File: src/rtl/crc_mem_pkg.sv
// Shared definitions for the CRC-protected memory: FSM encoding and width helpers.
package crc_mem_pkg;

    typedef enum logic [2:0] {
        ST_IDLE,
        ST_W_SHIFT,
        ST_W_COMMIT,
        ST_R_FETCH,
        ST_R_SHIFT,
        ST_R_CHECK
    } state_t;

    function automatic int codeword_width(input int data_w, input int crc_w);
        return data_w + crc_w;
    endfunction

    // Bits needed to count 0..n-1; never narrower than one bit.
    function automatic int cnt_width(input int n);
        return (n <= 2) ? 1 : $clog2(n);
    endfunction

endpackage

File: src/rtl/crc_serial_engine.sv
// Bit-serial CRC LFSR, MSB-first, shared by the encode and check paths.
module crc_serial_engine #(
    parameter int              CRC_W = 4,
    parameter logic [CRC_W-1:0] POLY = 'h3
) (
    input  logic             clk,
    input  logic             rst,
    input  logic             clear,
    input  logic             shift_en,
    input  logic             bit_in,
    output logic [CRC_W-1:0] crc
);

    logic [CRC_W-1:0] crc_reg;
    logic             fb;

    assign fb  = crc_reg[CRC_W-1] ^ bit_in;
    assign crc = crc_reg;

    always_ff @(posedge clk) begin
        if (!rst || clear) begin
            crc_reg <= '0;
        end else if (shift_en) begin
            crc_reg <= {crc_reg[CRC_W-2:0], 1'b0} ^ (fb ? POLY : '0);
        end
    end

endmodule

File: src/rtl/crc_param_memory.sv
// CRC-protected memory: serial encode on write, serial recheck on read, with
// req/ready handshake, saturating error counter and last-error address capture.
module crc_param_memory
    import crc_mem_pkg::*;
#(
    parameter int               DATA_W  = 8,
    parameter int               ADDR_W  = 4,
    parameter int               CRC_W   = 4,
    parameter logic [CRC_W-1:0] POLY    = 'h3,
    parameter int               COUNT_W = 8
) (
    input  logic                      clk,
    input  logic                      rst,
    input  logic                      wr_req,
    input  logic [ADDR_W-1:0]         wr_addr,
    input  logic [DATA_W-1:0]         wr_data,
    input  logic [DATA_W+CRC_W-1:0]   fault_mask,
    input  logic                      rd_req,
    input  logic [ADDR_W-1:0]         rd_addr,
    output logic                      ready,
    output logic                      wr_done,
    output logic                      rd_valid,
    output logic [DATA_W-1:0]         rd_data,
    output logic                      rd_error,
    output logic [COUNT_W-1:0]        err_count,
    output logic [ADDR_W-1:0]         last_err_addr
);

    localparam int CW    = codeword_width(DATA_W, CRC_W);
    localparam int DEPTH = 2 ** ADDR_W;
    localparam int CNT_W = cnt_width(DATA_W);
    localparam logic [CNT_W-1:0] CNT_LAST = CNT_W'(DATA_W - 1);

    state_t state_reg, state_next;

    logic [CNT_W-1:0]   bit_cnt_reg;
    logic [ADDR_W-1:0]  addr_reg;
    logic [DATA_W-1:0]  data_reg;
    logic [CW-1:0]      mask_reg;
    logic [CW-1:0]      fetch_reg;
    logic [CW-1:0]      mem_reg [DEPTH];

    logic               wr_done_reg;
    logic               rd_valid_reg;
    logic [DATA_W-1:0]  rd_data_reg;
    logic               rd_error_reg;
    logic [COUNT_W-1:0] err_count_reg;
    logic [ADDR_W-1:0]  last_err_addr_reg;

    logic [DATA_W-1:0]  payload;
    logic               eng_clear;
    logic               eng_shift;
    logic               eng_bit;
    logic [CRC_W-1:0]   crc;
    logic               crc_bad;
    logic               last_bit;

    // The engine sits cleared in IDLE so each operation starts from an all-zero LFSR.
    assign payload   = (state_reg == ST_W_SHIFT) ? data_reg : fetch_reg[CW-1:CRC_W];
    assign eng_clear = (state_reg == ST_IDLE);
    assign eng_shift = (state_reg == ST_W_SHIFT) || (state_reg == ST_R_SHIFT);
    assign eng_bit   = payload[CNT_LAST - bit_cnt_reg];
    assign last_bit  = (bit_cnt_reg == CNT_LAST);
    assign crc_bad   = (crc != fetch_reg[CRC_W-1:0]);

    crc_serial_engine #(
        .CRC_W (CRC_W),
        .POLY  (POLY)
    ) u_engine (
        .clk      (clk),
        .rst      (rst),
        .clear    (eng_clear),
        .shift_en (eng_shift),
        .bit_in   (eng_bit),
        .crc      (crc)
    );

    always_ff @(posedge clk) begin
        if (!rst) begin
            state_reg <= ST_IDLE;
        end else begin
            state_reg <= state_next;
        end
    end

    always_comb begin
        state_next = state_reg;
        case (state_reg)
            ST_IDLE: begin
                if (wr_req) begin
                    state_next = ST_W_SHIFT;
                end else if (rd_req) begin
                    state_next = ST_R_FETCH;
                end
            end
            ST_W_SHIFT:  if (last_bit) state_next = ST_W_COMMIT;
            ST_W_COMMIT: state_next = ST_IDLE;
            ST_R_FETCH:  state_next = ST_R_SHIFT;
            ST_R_SHIFT:  if (last_bit) state_next = ST_R_CHECK;
            ST_R_CHECK:  state_next = ST_IDLE;
            default:     state_next = ST_IDLE;
        endcase
    end

    // Storage: reset clears every entry, which is a valid codeword because CRC(0)=0.
    always_ff @(posedge clk) begin
        if (!rst) begin
            for (int i = 0; i < DEPTH; i++) begin
                mem_reg[i] <= '0;
            end
        end else if (state_reg == ST_W_COMMIT) begin
            mem_reg[addr_reg] <= {data_reg, crc} ^ mask_reg;
        end
    end

    always_ff @(posedge clk) begin
        if (!rst) begin
            bit_cnt_reg       <= '0;
            addr_reg          <= '0;
            data_reg          <= '0;
            mask_reg          <= '0;
            fetch_reg         <= '0;
            wr_done_reg       <= 1'b0;
            rd_valid_reg      <= 1'b0;
            rd_data_reg       <= '0;
            rd_error_reg      <= 1'b0;
            err_count_reg     <= '0;
            last_err_addr_reg <= '0;
        end else begin
            wr_done_reg  <= 1'b0;
            rd_valid_reg <= 1'b0;
            case (state_reg)
                ST_IDLE: begin
                    bit_cnt_reg <= '0;
                    if (wr_req) begin
                        addr_reg <= wr_addr;
                        data_reg <= wr_data;
                        mask_reg <= fault_mask;
                    end else if (rd_req) begin
                        addr_reg <= rd_addr;
                    end
                end
                ST_W_SHIFT, ST_R_SHIFT: begin
                    bit_cnt_reg <= bit_cnt_reg + 1'b1;
                end
                ST_W_COMMIT: begin
                    wr_done_reg <= 1'b1;
                end
                ST_R_FETCH: begin
                    fetch_reg <= mem_reg[addr_reg];
                end
                ST_R_CHECK: begin
                    rd_valid_reg <= 1'b1;
                    rd_data_reg  <= fetch_reg[CW-1:CRC_W];
                    rd_error_reg <= crc_bad;
                    if (crc_bad) begin
                        last_err_addr_reg <= addr_reg;
                        if (err_count_reg != '1) begin
                            err_count_reg <= err_count_reg + 1'b1;
                        end
                    end
                end
                default: ;
            endcase
        end
    end

    assign ready         = (state_reg == ST_IDLE);
    assign wr_done       = wr_done_reg;
    assign rd_valid      = rd_valid_reg;
    assign rd_data       = rd_data_reg;
    assign rd_error      = rd_error_reg;
    assign err_count     = err_count_reg;
    assign last_err_addr = last_err_addr_reg;

endmodule

File: config.mk
export PLATFORM = sky130hd
export DESIGN_NAME = crc_param_memory
export DESIGN_NICKNAME = d
export VERILOG_FILES = /design/src/rtl/crc_mem_pkg.sv /design/src/rtl/crc_serial_engine.sv /design/src/rtl/crc_param_memory.sv
export SDC_FILE = /design/constraint.sdc
export NUM_CORES = 1
export LEC_CHECK = 0
export CAP_MARGIN = 10
export CORE_ASPECT_RATIO = 1.2
export CORE_MARGIN = 2
export CORE_UTILIZATION = 50
export CTS_BUF_LIST = sky130_fd_sc_hd__clkbuf_16
export DETAILED_ROUTE_END_ITERATION = 10
export PLACE_DENSITY_LB_ADDON = 0.12
export SYNTH_ARGS = -nofsm -noshare
export SYNTH_HDL_FRONTEND = slang
export SYNTH_SLANG_ARGS = --single-unit
File: constraint.sdc
create_clock -name clk -period 3.6 [get_ports clk]
set_clock_uncertainty 0.15 [all_clocks]
set_input_delay 0.9 -clock clk [delete_from_list [all_inputs] [get_ports clk]]
set_output_delay 0.9 -clock clk [all_outputs]
set_load 0.01 [all_outputs]
# ---- Word level (Yosys, flattened, before mapping)
# Memory sizes are Yosys's and may differ from the RTL's. A register that Yosys moved wholly into a read port is not among the register bits.
# Cells that the tools add are included.
dict set report op_classes {
  n_addsub 3
  n_mux 20
  bitwise_logic 3
  n_lt_le_gt_ge 1
  n_reduce_logical 14
  n_eq_ne 11
}
# operator count
set ops {}
lappend ops {{12-bit 2-to-1 mux} 1}
lappend ops {{3-bit 2-to-1 mux} 4}
lappend ops {{4-bit 2-to-1 mux} 3}
lappend ops {{3-bit case mux with 4 select lines} 1}
lappend ops {{12-bit OR reduction} 1}
lappend ops {{12-bit XOR} 1}
lappend ops {{3-bit equality test, second input constant} 3}
lappend ops {{8-bit by 1-bit adder with 8-bit output, second input constant} 1}
lappend ops {{8-bit 2-to-1 mux} 1}
lappend ops {{8-bit inequality test, second input constant} 1}
lappend ops {{1-bit 2-to-1 mux} 7}
lappend ops {{3-bit by 2-bit equality test with 1-bit output, second input constant} 2}
lappend ops {{3-bit case mux with 2 select lines} 1}
lappend ops {{2-bit AND reduction} 3}
lappend ops {{3-bit AND reduction} 2}
lappend ops {{3-bit by 4-bit less-than comparator with 1-bit output, second input constant} 1}
lappend ops {{2-bit inequality test, second input constant} 2}
lappend ops {{4-bit inequality test} 1}
lappend ops {{2-bit nonzero test} 2}
lappend ops {{4-bit XOR} 1}
lappend ops {{3-bit by 1-bit adder with 3-bit output, second input constant} 1}
lappend ops {{1-bit binary-select mux with 3-bit select} 1}
lappend ops {{3-bit by 1-bit equality test with 1-bit output, second input constant} 1}
lappend ops {{3-bit logical NOT} 1}
lappend ops {{other kinds (7)} 9}
dict set report word_totals {
  out_inout_bits 24
  memories 1
  ram_bits 192
  word_cells 65
  regBits 57
}
# memory depth word_bits rd rd_ports_with_merged_regs write_ports line_no
set memory_table {}
lappend memory_table {mem_reg 16 12 1 1 16 crc_param_memory.sv:41} ;# logic [CW-1:0] mem_reg [DEPTH];

# ---- Depth between registers and ports, before layout
# Gate-level depths: netlist of the first run.
dict set report logic_depth {
  depth_word 7
  mapped_depth 8
  mapped_depth_nobuf 6
}

# ---- Modules after synthesis
# Synthesis of the first run repeated with hierarchy kept, for this count alone.
dict set report hier_totals {
  cells_unflattened 933
  area_unflattened_um2 11240.8
}
# mod n_inst area_per_inst_um2 cells_per_inst
set modules_own_cells {}
lappend modules_own_cells {crc_param_memory 1 11060.6 915}
lappend modules_own_cells {crc_serial_engine 1 180.2 18}

# ---- Least setup slack after synthesis of the first run
# OpenSTA, ideal clock, no wires.
dict set report synth_path {
  path_kind {in2reg}
  start {in rst}
  end {mem mem_reg[12][0] in the netlist's numbering, enable pin}
  stages 7
  setup_ps 350
  slack_ps 610
  arrival_ps 2489
  n_path_buf 2
  cell_sequence {buf_4 -> inv_2 -> nor4b_2 -> nor3b_1 -> nand3_1 -> clkbuf_1 -> nand2_1}
}
# item line_no
set synth_rtl {}
lappend synth_rtl {{start: declaration} crc_param_memory.sv:13} ;# input logic rst,
lappend synth_rtl {{end: declaration} crc_param_memory.sv:41}

# ---- Worst setup path after layout of the first run
dict set report layout_path {
  start {reg state_reg[2]}
  end {out ready}
}
dict set report layout_via {
  elab_chain_len 1
}
# item line_no
set layout_lines {}
lappend layout_lines {{start: declaration} crc_param_memory.sv:34} ;# state_t state_reg, state_next;
lappend layout_lines {{start signal: assignment} crc_param_memory.sv:82} ;# state_reg <= state_next;
lappend layout_lines {{3-bit logical NOT} crc_param_memory.sv:168} ;# assign ready = (state_reg == ST_IDLE);
lappend layout_lines {{end: declaration} crc_param_memory.sv:20} ;# output logic ready,
# Every way passes these cells.

==> flow_results.org, run 1 <==
** Worst setup path
- For the worst flop-to-flop path, the logic depth is 5.
- Type of element launching the critical path :: register
- Data required time at the worst endpoint :: around 2600 ps
- The critical path crosses 2 cells after its start point.
- By startpoint and endpoint, the worst setup path is classified as register to primary output.
- Among cell families on the critical path, the largest total delay comes from buffers and inverters.
- The critical path goes through nor3_1 > clkdlybuf4s50_1.
- The slowest stage of the critical path belongs to the cell sky130_fd_sc_hd__clkdlybuf4s50_1.
- Counting both buffers and inverters, the worst setup path holds a total of 1.
- Critical Path End Type :: primary output
- Across all register-to-register paths, the minimum setup slack is 980 ps.
- At the worst endpoint, the arrival time is 1890 ps.
- Launching point of the worst reg2reg path :: addr_reg[1]
- Largest stage delay on the critical path :: 580 ps
- The endpoint identified for the worst register-to-register timing path is fetch_reg[7].
- In this run the worst path has a maximum fanout of 15.

** Drt
- Aggregate routed wire length :: 26900 µm
- Routed wirelength normalized by instance count :: roughly 22 µm
- Using the TritonRoute via totals, the vias-per-cell ratio works out to 5.68.
- DR DRC count :: 0
- Summing over every cut layer, the via total after detailed routing is 6991.
- ANT nets after route :: 0
- After the first detailed-routing iteration, the DRC count stood at approximately 520.
- Count of TritonRoute iterations in the first routing pass :: 5

** Floorplan
- 56 I/O pins were placed.
- The floorplan step defined a die boundary enclosing 0.0235 mm².
- The floorplan step set the die height to 168 µm.
- Effective utilization at floorplan :: 51.2%
- Width of the die :: 140 µm
- The floorplan has 59 rows.
- The floorplan step defined a core boundary enclosing 0.0218 mm².

** Synth
- When the netlist entered floorplanning its net count stood at 905.
- The synthesized design contains 261 register bits.
- The share of the Yosys chip area taken by registers is about 64%.
- Average instance area after synthesis :: 12.8 µm²
- For this run, the leading register cell type out of synthesis is sky130_fd_sc_hd__edfxtp_1.
- In the synthesized netlist the async set-or-reset flop fraction comes to 0%.
- Number of synthesis warnings :: 0
- Number of enable-type register cells in the synthesized netlist :: about 190
- Combined area of all synthesized cells :: 0.0112 mm²
- The cell count after synthesis came out at 870.
- Number of distinct standard cells referenced by the synthesized netlist :: 47

** Global routing
- Number of antenna violations at the first check in global routing :: 1
- The number of global-route vias before repair was just over 7000.
- Wire length of the first global-routing pass :: 42300 µm
- Global routing used 23.3% of the available tracks.
- Gr ovfl total :: 0
- Maximum number of pins on one net before global-route repair :: 54

** Flow run
- Number of violations of the max-capacitance limit :: 0

** Clocking
- After clock tree synthesis, the setup repair step added 0 buffers.
- Cts hold-fix bufs :: 0
- H-tree depth :: 1
- The clock passes through at most 3 buffers.
- CTS saw 261 sinks.
- Clock tree synthesis inserted a total of 27 buffers.
- Clock transition time at the flip-flop clock pins of the worst setup and hold paths :: 70 ps
- Insertion delay of the later-clocked pin in the worst-skew pair :: between 500 and 600 ps
- TritonCTS built the clock tree.
- After clock tree synthesis, the repair step resized 0 gates.
- CTS placed an instance of sky130_fd_sc_hd__clkbuf_16 at the clock tree root.

** Layout
- Of the cells placed in the final design, the portion with a size suffix greater than 1 is 16.6%.
- Total number of nets in the final design :: between 900 and 1000
- Final design instance area without fill :: about 0.013 mm²
- Most frequent standard cell in the layout excluding fill and tap cells :: sky130_fd_sc_hd__nor2_1
- Commonest cells after routing, fill and taps aside :: sky130_fd_sc_hd__nor2_1 (236), sky130_fd_sc_hd__edfxtp_1 (192), sky130_fd_sc_hd__nand2_1 (92), sky130_fd_sc_hd__dfxtp_1 (67), sky130_fd_sc_hd__mux4_2 (62)
- Area added between synthesis and finish :: 17.6%
- Flip-flop count of the largest register, all copies and words added :: 192
- Excluding fillers, the count of instances in the completed layout stands at about 1200.

** STA
- Number of max-slew violations in the final report :: 0
- RSZ-0062 raised after global routing :: false
- Transition time at the pin with the least slew margin :: around 730 ps
- Final Critical Period :: around 2900 ps
- Setup violations remaining at the end of the flow were counted as 0.
- Remaining max-slew budget at the tightest pin :: 51.0%
- Count of endpoints failing hold in the final timing report :: 0
- Setup total negative slack on the finished layout was measured at 0 ps.
- Achievable clock frequency :: 341 MHz
- The worst path uses 81.5% of the clock period.

** Worst hold path
- Path class of the lowest-slack min-delay path :: register to register
- Worst min-delay path endpoint :: fetch_reg[2]
- The worst hold path begins at fetch_reg[2].
- Cell depth of the worst min-delay path :: 2

** Place
- In this run the tool buffered the top-level ports with 55 buffer cells.
- Detailed placement ended at an HPWL of 18500 µm.
- Last weighted congestion value of the routability-driven placer :: 0.792
- Instance area at placement :: 0.0122 mm²
- Instance count after placement with tap cells included :: about 1200

** Outcome
- Result of the run :: finished, final reports clean

** Power
- In this run the static leakage power is 4.56 nW.
- Pwr Density :: 537 mW/mm²
- Across the VDD grid, the largest voltage drop is 0.372 mV.
## report_power, final
part           internal, mW  switching [mW]  leakage, nW  total [mW]
clock network          1.80            1.17        0.472        2.97
registers              3.32          0.0904         2.55        3.41
logic                 0.286           0.372         1.54       0.657
## synthesized netlist by cell type (2+ instances only)
master,n,area [µm²]
sky130_fd_sc_hd__nand3_1,7,35.0
sky130_fd_sc_hd__nand2_1,92,345
sky130_fd_sc_hd__o21ai_1,9,45.0
sky130_fd_sc_hd__and3b_1,2,17.5
sky130_fd_sc_hd__xnor2_1,19,166
sky130_fd_sc_hd__edfxtp_1,192,5770
sky130_fd_sc_hd__mux4_2,62,1400
sky130_fd_sc_hd__inv_1,13,48.8
sky130_fd_sc_hd__dfxtp_1,69,1380
sky130_fd_sc_hd__a21oi_1,25,125
sky130_fd_sc_hd__nor3b_1,3,22.5
sky130_fd_sc_hd__a211oi_1,6,45.0
sky130_fd_sc_hd__nor3_1,2,10.0
sky130_fd_sc_hd__buf_2,11,55.1
sky130_fd_sc_hd__nor2_1,236,886
sky130_fd_sc_hd__buf_1,5,18.8
sky130_fd_sc_hd__o21a_1,2,15.0
sky130_fd_sc_hd__nand4_1,3,18.8
sky130_fd_sc_hd__mux2i_1,22,220
sky130_fd_sc_hd__xor2_1,6,52.6
sky130_fd_sc_hd__nor2b_1,2,12.5
sky130_fd_sc_hd__and3_1,2,12.5
sky130_fd_sc_hd__clkbuf_1,50,188
sky130_fd_sc_hd__nand3b_1,3,22.5
sky130_fd_sc_hd__ha_1,3,37.5
sky130_fd_sc_hd__o21ai_0,3,15.0
## how the worst max path moves through the flow
stage / from / end
2_1_floorplan: rst / mem_reg[12][0]
3_3_place_gp: rst / mem_reg[12][9]
3_5_place_dp: rst / mem_reg[12][2]
4_1_cts: state_reg[2] / ready
5_1_grt: state_reg[2] / ready
6_report: state_reg[2] / ready
## metrics by stage
| step | hold WS [ps] | total power [mW] | worst slack, ps | utilization (%) |
|---|---|---|---|---|
| floorplan | 284 | 3.86 | 610 | - |
| global placement | 302 | 4.11 | 266 | 55.8 |
| detailed placement | 309 | 4.13 | 224 | 55.8 |
| CTS | 317 | 7.09 | 652 | 60.2 |
| global route | 334 | 7.26 | 573 | 60.2 |
| finish | 314 | 7.04 | 664 | 60.2 |
## layout make-up
| class | count | area [µm²] |
|---|---|---|
| Antenna cell | 1 | 2.50 |
| Clock buffer | 27 | 676 |
| Clock inverter | 23 | 278 |
| Fill cell | 1666 | 8670 |
| Inverter | 14 | 52.6 |
| Multi-Input combinational cell | 528 | 3680 |
| Sequential cell | 261 | 7150 |
| Tap cell | 274 | 343 |
| Timing Repair Buffer | 103 | 923 |
## per-layer routing
metal	vias to the layer above	global-route usage, %	part of all wire [%]	wire (µm)
li1	3221	-	-	-
met1	3505	30.9	41	10900
met2	227	40.9	52	13900
met3	38	3.29	5.5	1490
met4	0	5.71	2.1	562
met5	-	0	0	0
## cell families after synthesis
| group | share of synthesized area [%] |
|---|---|
| compound gates | 3.19 |
| fa+ha+maj | 0.337 |
| flops | 64.1 |
| simple gates | 13.0 |
| mux | 14.6 |
| xor+xnor | 1.96 |
| buf+inv | 2.88 |
## tightest hold or removal path: cells and delay by family, from the launching register on
kind	cells	cell delay (ps)
AND/OR/NAND/NOR	1	50
flip-flops	1	320
AO/OA/AOI/OAI	1	50
Note: power is estimated with default switching activity, not from simulation.
==> run 2: changes to the inputs <==
Clock period 3.6 ns to 3.1 ns, I/O delays scaled along.
==> run 2 against run 1 <==
  * Cell area is 1.3% higher
  * Clock power hardly changed
  * Worst hold slack worse by 1.4 ps
  * Combinational power is 28% higher
  * Cell count is 0.89% higher
  * Critical endpoint unchanged
  * Register-to-register slack worse by 310 ps
  * Worst setup slack worse by 490 ps
  * Sequential share of layout area is 0.69 points lower
  * Sequential power is 16% higher
  * Critical path depth stayed put
==> flow_results.org, run 2 (synthesis results as in run 1) <==
** Floorplan
- The initial standard-cell utilization of the core is 51.2% (unchanged).
- # IOs :: 56 (unchanged)
- Core ar. :: 0.0218 mm² (unchanged)
- The vertical die dimension was 168 µm (unchanged).
- Cell row count :: 59 (unchanged)
- The area enclosed by the die boundary came to 0.0235 mm² (unchanged).
- Width of the die :: 140 µm (unchanged)

** Layout
- Share of post-route cells with drive strength above 1 :: 17.3% (+0.62 points)
- Flip-flop count of the largest register, all copies and words added :: 192 (unchanged)
- Antenna cells :: 0 (-1)
- Relative to the synthesized area, the layout overhead comes to 19.1%.
- Most frequent standard cell in the layout excluding fill and tap cells :: sky130_fd_sc_hd__nor2_1
- Total number of nets in the final design :: 983 (+1.3%)
- Final instance count without filler cells :: 1242 (+0.89%)
- Commonest cells after routing, fill and taps aside :: sky130_fd_sc_hd__nor2_1 (236), sky130_fd_sc_hd__edfxtp_1 (192), sky130_fd_sc_hd__nand2_1 (92), sky130_fd_sc_hd__dfxtp_1 (67), sky130_fd_sc_hd__mux4_2 (62)
- The area of all placed cells without fillers came to 0.0133 mm² (+1.3%).

** Drt
- The remaining number of nets flagged by the antenna check after routing is 0 (unchanged).
- Vias after detailed routing :: 7152 (+2.3%)
- Count of TritonRoute iterations in the first routing pass :: 5 (unchanged)
- Aggregate routed wire length :: 27400 µm (+1.9%)
- Per-cell via count in the routed design :: 5.76 (+1.4%)
- The DRC violation total after the first TritonRoute iteration is 611 (+17%).
- The wire length per cell after detailed routing came to 22.1 µm (+1.0%).
- DR DRC count :: 0 (unchanged)

** Worst setup path
- Arrival time at the worst endpoint :: 2000 ps (+110 ps)
- The maximum fanout encountered on the critical timing path came to 15 (unchanged).
- The signal on the critical path passes through nor3_1 > clkdlybuf4s50_1.
- Largest stage delay on the critical path :: 610 ps (+30 ps)
- The worst setup path is captured at a primary output.
- The worst setup path is of the register to primary output kind.
- The data required time at the worst endpoint came to 2170 ps (-380 ps).
- Among cell families on the critical path, the largest total delay comes from buffers and inverters.
- Sum of buffers and inverters on the critical path :: 1 (unchanged)
- On the critical path, the stage with the largest delay is an instance of sky130_fd_sc_hd__clkdlybuf4s50_1.
- The worst setup path is launched from a register.

** Global routing
- The pin count of the biggest net entering global routing is 55 (+1.9%).
- Met3 usage :: 3.40% (+0.11 points)
- Gr ovfl total :: 0 (unchanged)
- The overall track demand over capacity in global routing came to 23.7% (+0.40 points).
- The met1 demand-to-capacity share in global routing is 31.4% (+0.48 points).
- The first-pass GRT wire length is 42500 µm (+0.55%).
- The number of global-route vias before repair was 7171 (unchanged).
- Grt peak-use layer :: met2
- Number of antenna violations at the first check in global routing :: 0 (-1)
- Met2 track demand over resource in global routing :: 40.4% (-0.47 points)

** STA
- Achievable clock frequency :: between 300 and 400 MHz
- The final critical path takes up around 94% of the cycle.
- Final setup viols :: 0 (unchanged)
- The accumulated negative setup slack is 0 ps (unchanged).
- Setup repair after global routing left no endpoint under its margin.
- For the finished layout, the period the worst path requires is 2920 ps.
- The slack of the critical path came to 179 ps (-485 ps).
- The final number of max-transition violations is 0 (unchanged).
- Count of endpoints failing hold in the final timing report :: 0 (unchanged)
- The worst-margin pin slew was 681 ps (-50.6 ps).
- The relative slew slack came to 54.4% (+3.4 points).

** Clocking
- The number of sinks driven by the clock tree is 261 (unchanged).
- TritonCTS built the clock tree.
- The clock-pin slew on the worst setup and hold paths is 60 ps (about the same).
- Library cell used as clock root buffer :: sky130_fd_sc_hd__clkbuf_16
- The largest buffer count on any clock path was 3 (unchanged).
- Insertion delay of the later-clocked pin in the worst-skew pair :: 530 ps (about the same)
- The post-cts sizing count came to 0 (unchanged).
- Number of clock buffers inserted by TritonCTS :: 26 (-3.7%)
- Post-CTS setup repair buffer count :: 0 (unchanged)
- The maximum level of the CTS H-tree was 1 (unchanged).
- Cts hold-fix bufs :: 0 (unchanged)

** Flow run
- Number of violations of the max-capacitance limit :: 0 (unchanged)

** Place
- DP HPWL :: 19000 µm (+2.3%)
- The count of input and output buffers came to 55 (unchanged).
- The placed cell count was 1194 (+1.2%).
- The final estimated routing congestion in global placement was 0.794 (+0.16%).
- The post-placement setup slack came to 31.5 ps (-193 ps).
- Instance area at placement :: 0.0125 mm² (+2.6%)

** Power
- The worst IR drop on VDD was 0.394 mV (+6.1%).
- The static power due to leakage was 4.68 nW (+2.7%).
- Pwr Density :: 586 mW/mm² (+9.1%)

** Outcome
- The flow ran to the end, and the final reports show no timing, DRC or antenna violations.

** Worst hold path
- The path class of the tightest hold or removal check is register to register.
-- run 2: final timing paths --
check / start / to / slack, ps / cells past startpoint
setup reg to reg: addr_reg[0] / fetch_reg[4] / 670 / 5
setup / recovery: state_reg[2] / ready / 180 / 2
hold reg to reg: fetch_reg[1] / fetch_reg[1] / 310 / 2
hold / removal: fetch_reg[1] / fetch_reg[1] / 310 / 2
-- run 2: tightest hold or removal path: cells and delay by family (launching register included) --
family,cells,cell delay [ps]
AO/OA/AOI/OAI,1,50
flip-flops,1,320
AND/OR/NAND/NOR,1,50
-- run 2: per-layer routing --
| metal | vias up | wire length, µm |
|---|---|---|
| li1 | 3245 | - |
| met1 | 3589 | 10900 |
| met2 | 265 | 13700 |
| met3 | 53 | 1810 |
| met4 | 0 | 911 |
| met5 | - | 0 |
-- run 2: report_power, final --
part	leakage [nW]	total, mW	switching, mW	internal [mW]
Sequential	2.55	3.94	0.0898	3.85
Combinational	1.68	0.844	0.465	0.380
Clock	0.449	2.99	1.30	1.70
Total	4.68	7.78	1.85	5.93
-- run 2: metrics by stage --
| step | utilization [%] | total power, mW | hold slack, ps |
|---|---|---|---|
| floorplan | - | 4.48 | 284 |
| global placement | 57.3 | 4.84 | 300 |
| detailed placement | 57.3 | 4.86 | 303 |
| CTS | 61.0 | 7.84 | 312 |
| global route | 61.0 | 8.02 | 342 |
| finish | 61.0 | 7.78 | 312 |
-- run 2: final cells by class --
class	instances	area, µm²
fill	1710	8500
sequential	261	7150
multi-input combinational	528	3680
timing repair buffer	117	1240
clock buffer	28	701
tap	274	343
clock inverter	20	106
inverter	14	52.6
==> run 3: changes to the inputs <==
Settings changed: CORE_MARGIN 2 to not set.
Clock period 3.1 ns to 2.8 ns, I/O delays scaled along.
==> run 3 against run 2 <==
  * The flow now finishes with violations (DRC)
  * Highest routed layer is now met5
  * Clock power increased by 17%
  * Largest cell class unchanged
  * Register-to-register slack got worse by 270 ps
  * Non-clock buffer count increased by 2
  * Clock-buffer cell count unchanged
  * Sequential power increased by 10%
  * Critical path type unchanged
  * Combinational power increased by 12%
  * Largest power group unchanged
==> flow_results.org, run 3 (synthesis results as in run 1) <==
** Worst hold path
- Path class of the lowest-slack min-delay path :: register to register

** Clocking
- The largest buffer count on any clock path was 3 (unchanged).
- Clock tree from TritonCTS :: built
- The post-cts sizing count was 0 (unchanged).
- Cts hold-fix bufs :: 0 (unchanged)
- Number of clock sinks :: 261 (unchanged)
- The maximum level of the CTS H-tree is 1 (unchanged).
- The buffers inserted during post-CTS setup optimization was 0 (unchanged).
- Insertion delay of the later-clocked pin in the worst-skew pair :: 530 ps (about the same)
- The clock-pin slew on the worst setup and hold paths came to 60 ps (about the same).
- The cell sitting at the root of the clock tree is a sky130_fd_sc_hd__clkbuf_16.
- The number of buffers created by CTS was 26 (unchanged).

** Place
- DP HPWL :: 18600 µm (-1.7%)
- Last weighted congestion value of the routability-driven placer :: 0.815 (+2.6%)
- Instance count after placement with tap cells included :: 1196 (+0.17%)
- Number of input and output port buffers inserted :: 55 (unchanged)
- Minimum setup slack after placement :: -175 ps (-206 ps)
- The instance area at placement is 0.0125 mm² (+0.22%).

** Drt
- Vias after detailed routing :: 7101 (-0.71%)
- Routed wirelength normalized by instance count :: 21.5 µm (-2.4%)
- The DRC violation total after the first TritonRoute iteration came to 532 (-13%).
- Per-cell via count in the routed design :: 5.70 (-0.95%)
- Aggregate routed wire length :: 26800 µm (-2.2%)
- Count of TritonRoute iterations in the first routing pass :: 8 (+3)
- The number of DRC violations after detailed routing is 40 (+40).
- ANT nets after route :: 0 (unchanged)

** Flow run
- Number of violations of the max-capacitance limit :: 0 (unchanged)

** Global routing
- The pin count of the biggest net entering global routing was 55 (unchanged).
- The number of antenna violations at the first check in global routing came to 2 (+2).
- Wire length of the first global-routing pass :: 41800 µm (-1.8%)
- Gr ovfl total :: 0 (unchanged)
- Total routing resource utilization after global routing :: 24.1% (+0.35 points)
- The number of global-route vias before repair was 7275 (+1.5%).

** STA
- RSZ-0062 raised after global routing :: false
- The setup-violating endpoint count in the final report is 0 (unchanged).
- Count of endpoints failing hold in the final timing report :: 0 (unchanged)
- Achievable clock frequency :: 371 MHz
- The relative slew slack is 51.7% (-2.8 points).
- Transition time at the pin with the least slew margin :: 724 ps (+42.9 ps)
- Number of max-slew violations in the final report :: 0 (unchanged)
- Final period util :: between 90% and 100%
- The slack of the critical path is 102 ps (-77.3 ps).
- Subtracting the final worst setup slack from the clock period gives 2700 ps.

** Worst setup path
- Arrival time at the worst endpoint :: 1850 ps (-150 ps)
- The critical path in this run is classified as register to primary output.
- Critical Path End Type :: primary output
- The data required time at the worst endpoint was 1950 ps (-220 ps).
- The maximum fanout encountered on the critical timing path came to 15 (unchanged).
- The worst setup path is launched from a register.

** Outcome
- The flow ran to the end, but the final reports show violations.
- The checks that failed: DRC.

** Layout
- Flip-flop count of the largest register, all copies and words added :: 192 (unchanged)
- The number of nets in the layout is 985 (+0.20%).
- The number of cells in the finished layout apart from fillers was 1245 (+0.24%).
- Share of post-route cells with drive strength above 1 :: 17.8% (+0.58 points)
- Area added between synthesis and finish :: 20.0%
- Final design instance area without fill :: 0.0134 mm² (+0.79%)
- The library cell used most frequently in the layout, excluding fill and tap cells, is sky130_fd_sc_hd__nor2_1.
- The top cell types in the final layout, fill and taps aside, are sky130_fd_sc_hd__nor2_1 (236), sky130_fd_sc_hd__edfxtp_1 (192), sky130_fd_sc_hd__nand2_1 (92), sky130_fd_sc_hd__dfxtp_1 (67), sky130_fd_sc_hd__mux4_2 (62).

** Floorplan
- The initial standard-cell utilization of the core was 51.2% (unchanged).
- The number of ports placed on the die boundary was 56 (unchanged).
- The area enclosed by the die boundary was 0.0229 mm² (-2.6%).
- The vertical die dimension came to 166 µm (-1.2%).
- Core ar. :: 0.0218 mm² (unchanged)
- Cell row count :: 59 (unchanged)
- Width of the die :: 138 µm (-1.4%)

** Power
- Maximum VDD drop :: 0.508 mV (+29%)
- The total power after layout is 8.80 mW (+13%).
- Pwr Density :: 658 mW/mm² (+12%)
- The static power due to leakage was 4.69 nW (+0.28%).
[run 3: cell types whose count changed in the layout (fill, tap and decap cells not counted), sizes merged]
| cell | change |
|---|---|
| inv | -9 |
| clkinv | +4 |
| clkinvlp | +3 |
| buf | +2 |
| bufinv | +2 |
| diode | +1 |
[run 3: worst paths after layout]
| kind | depth (start not counted) | startpoint | slack [ps] | to |
|---|---|---|---|---|
| worst max-delay path | 2 | state_reg[2] | 100 | ready |
| worst max register to register | 7 | state_reg[1] | 400 | mem_reg[12][10] |
| worst min-delay path | 2 | fetch_reg[2] | 320 | fetch_reg[2] |
| worst min register to register | 2 | fetch_reg[2] | 320 | fetch_reg[2] |
[run 3: cell type report]
class	instances	area, µm²
fillers	1625	8390
multi-input cells	528	3690
repair buffers	119	1270
clock buffers	28	701
clock inverters	20	176
well taps	274	343
inverters	14	52.6
diodes	1	2.50
flip-flops and latches	261	7150
[run 3: critical path, cell delays in order, from the launching register on]
cell and delay, ps:
sky130_fd_sc_hd__dfxtp_1 470, sky130_fd_sc_hd__nor3_2 290, sky130_fd_sc_hd__clkdlybuf4s50_1 570
[run 3: power breakdown]
part           internal [mW]  switching (mW)  total (mW)
clock network           2.08            1.43        3.51
registers               4.26          0.0813        4.35
logic                  0.424           0.521       0.945
[run 3: metal layers]
metal	up-vias	part of all wire [%]	global-route usage [%]
li1	3247	-	-
met1	3562	39	30.1
met2	247	52	42.6
met3	43	6.2	3.93
met4	2	2.8	7.96
met5	-	0.034	0
[run 3: through the flow]
stage / utilization, % / TNS, ps / hold WS, ps
after floorplan: - / 0 / 284
after global placement: 57.4 / -7690 / 302
after detailed placement: 57.4 / -10120 / 313
after CTS: 61.4 / 0 / 321
after global routing: 61.5 / 0 / 331
final: 61.5 / 0 / 316
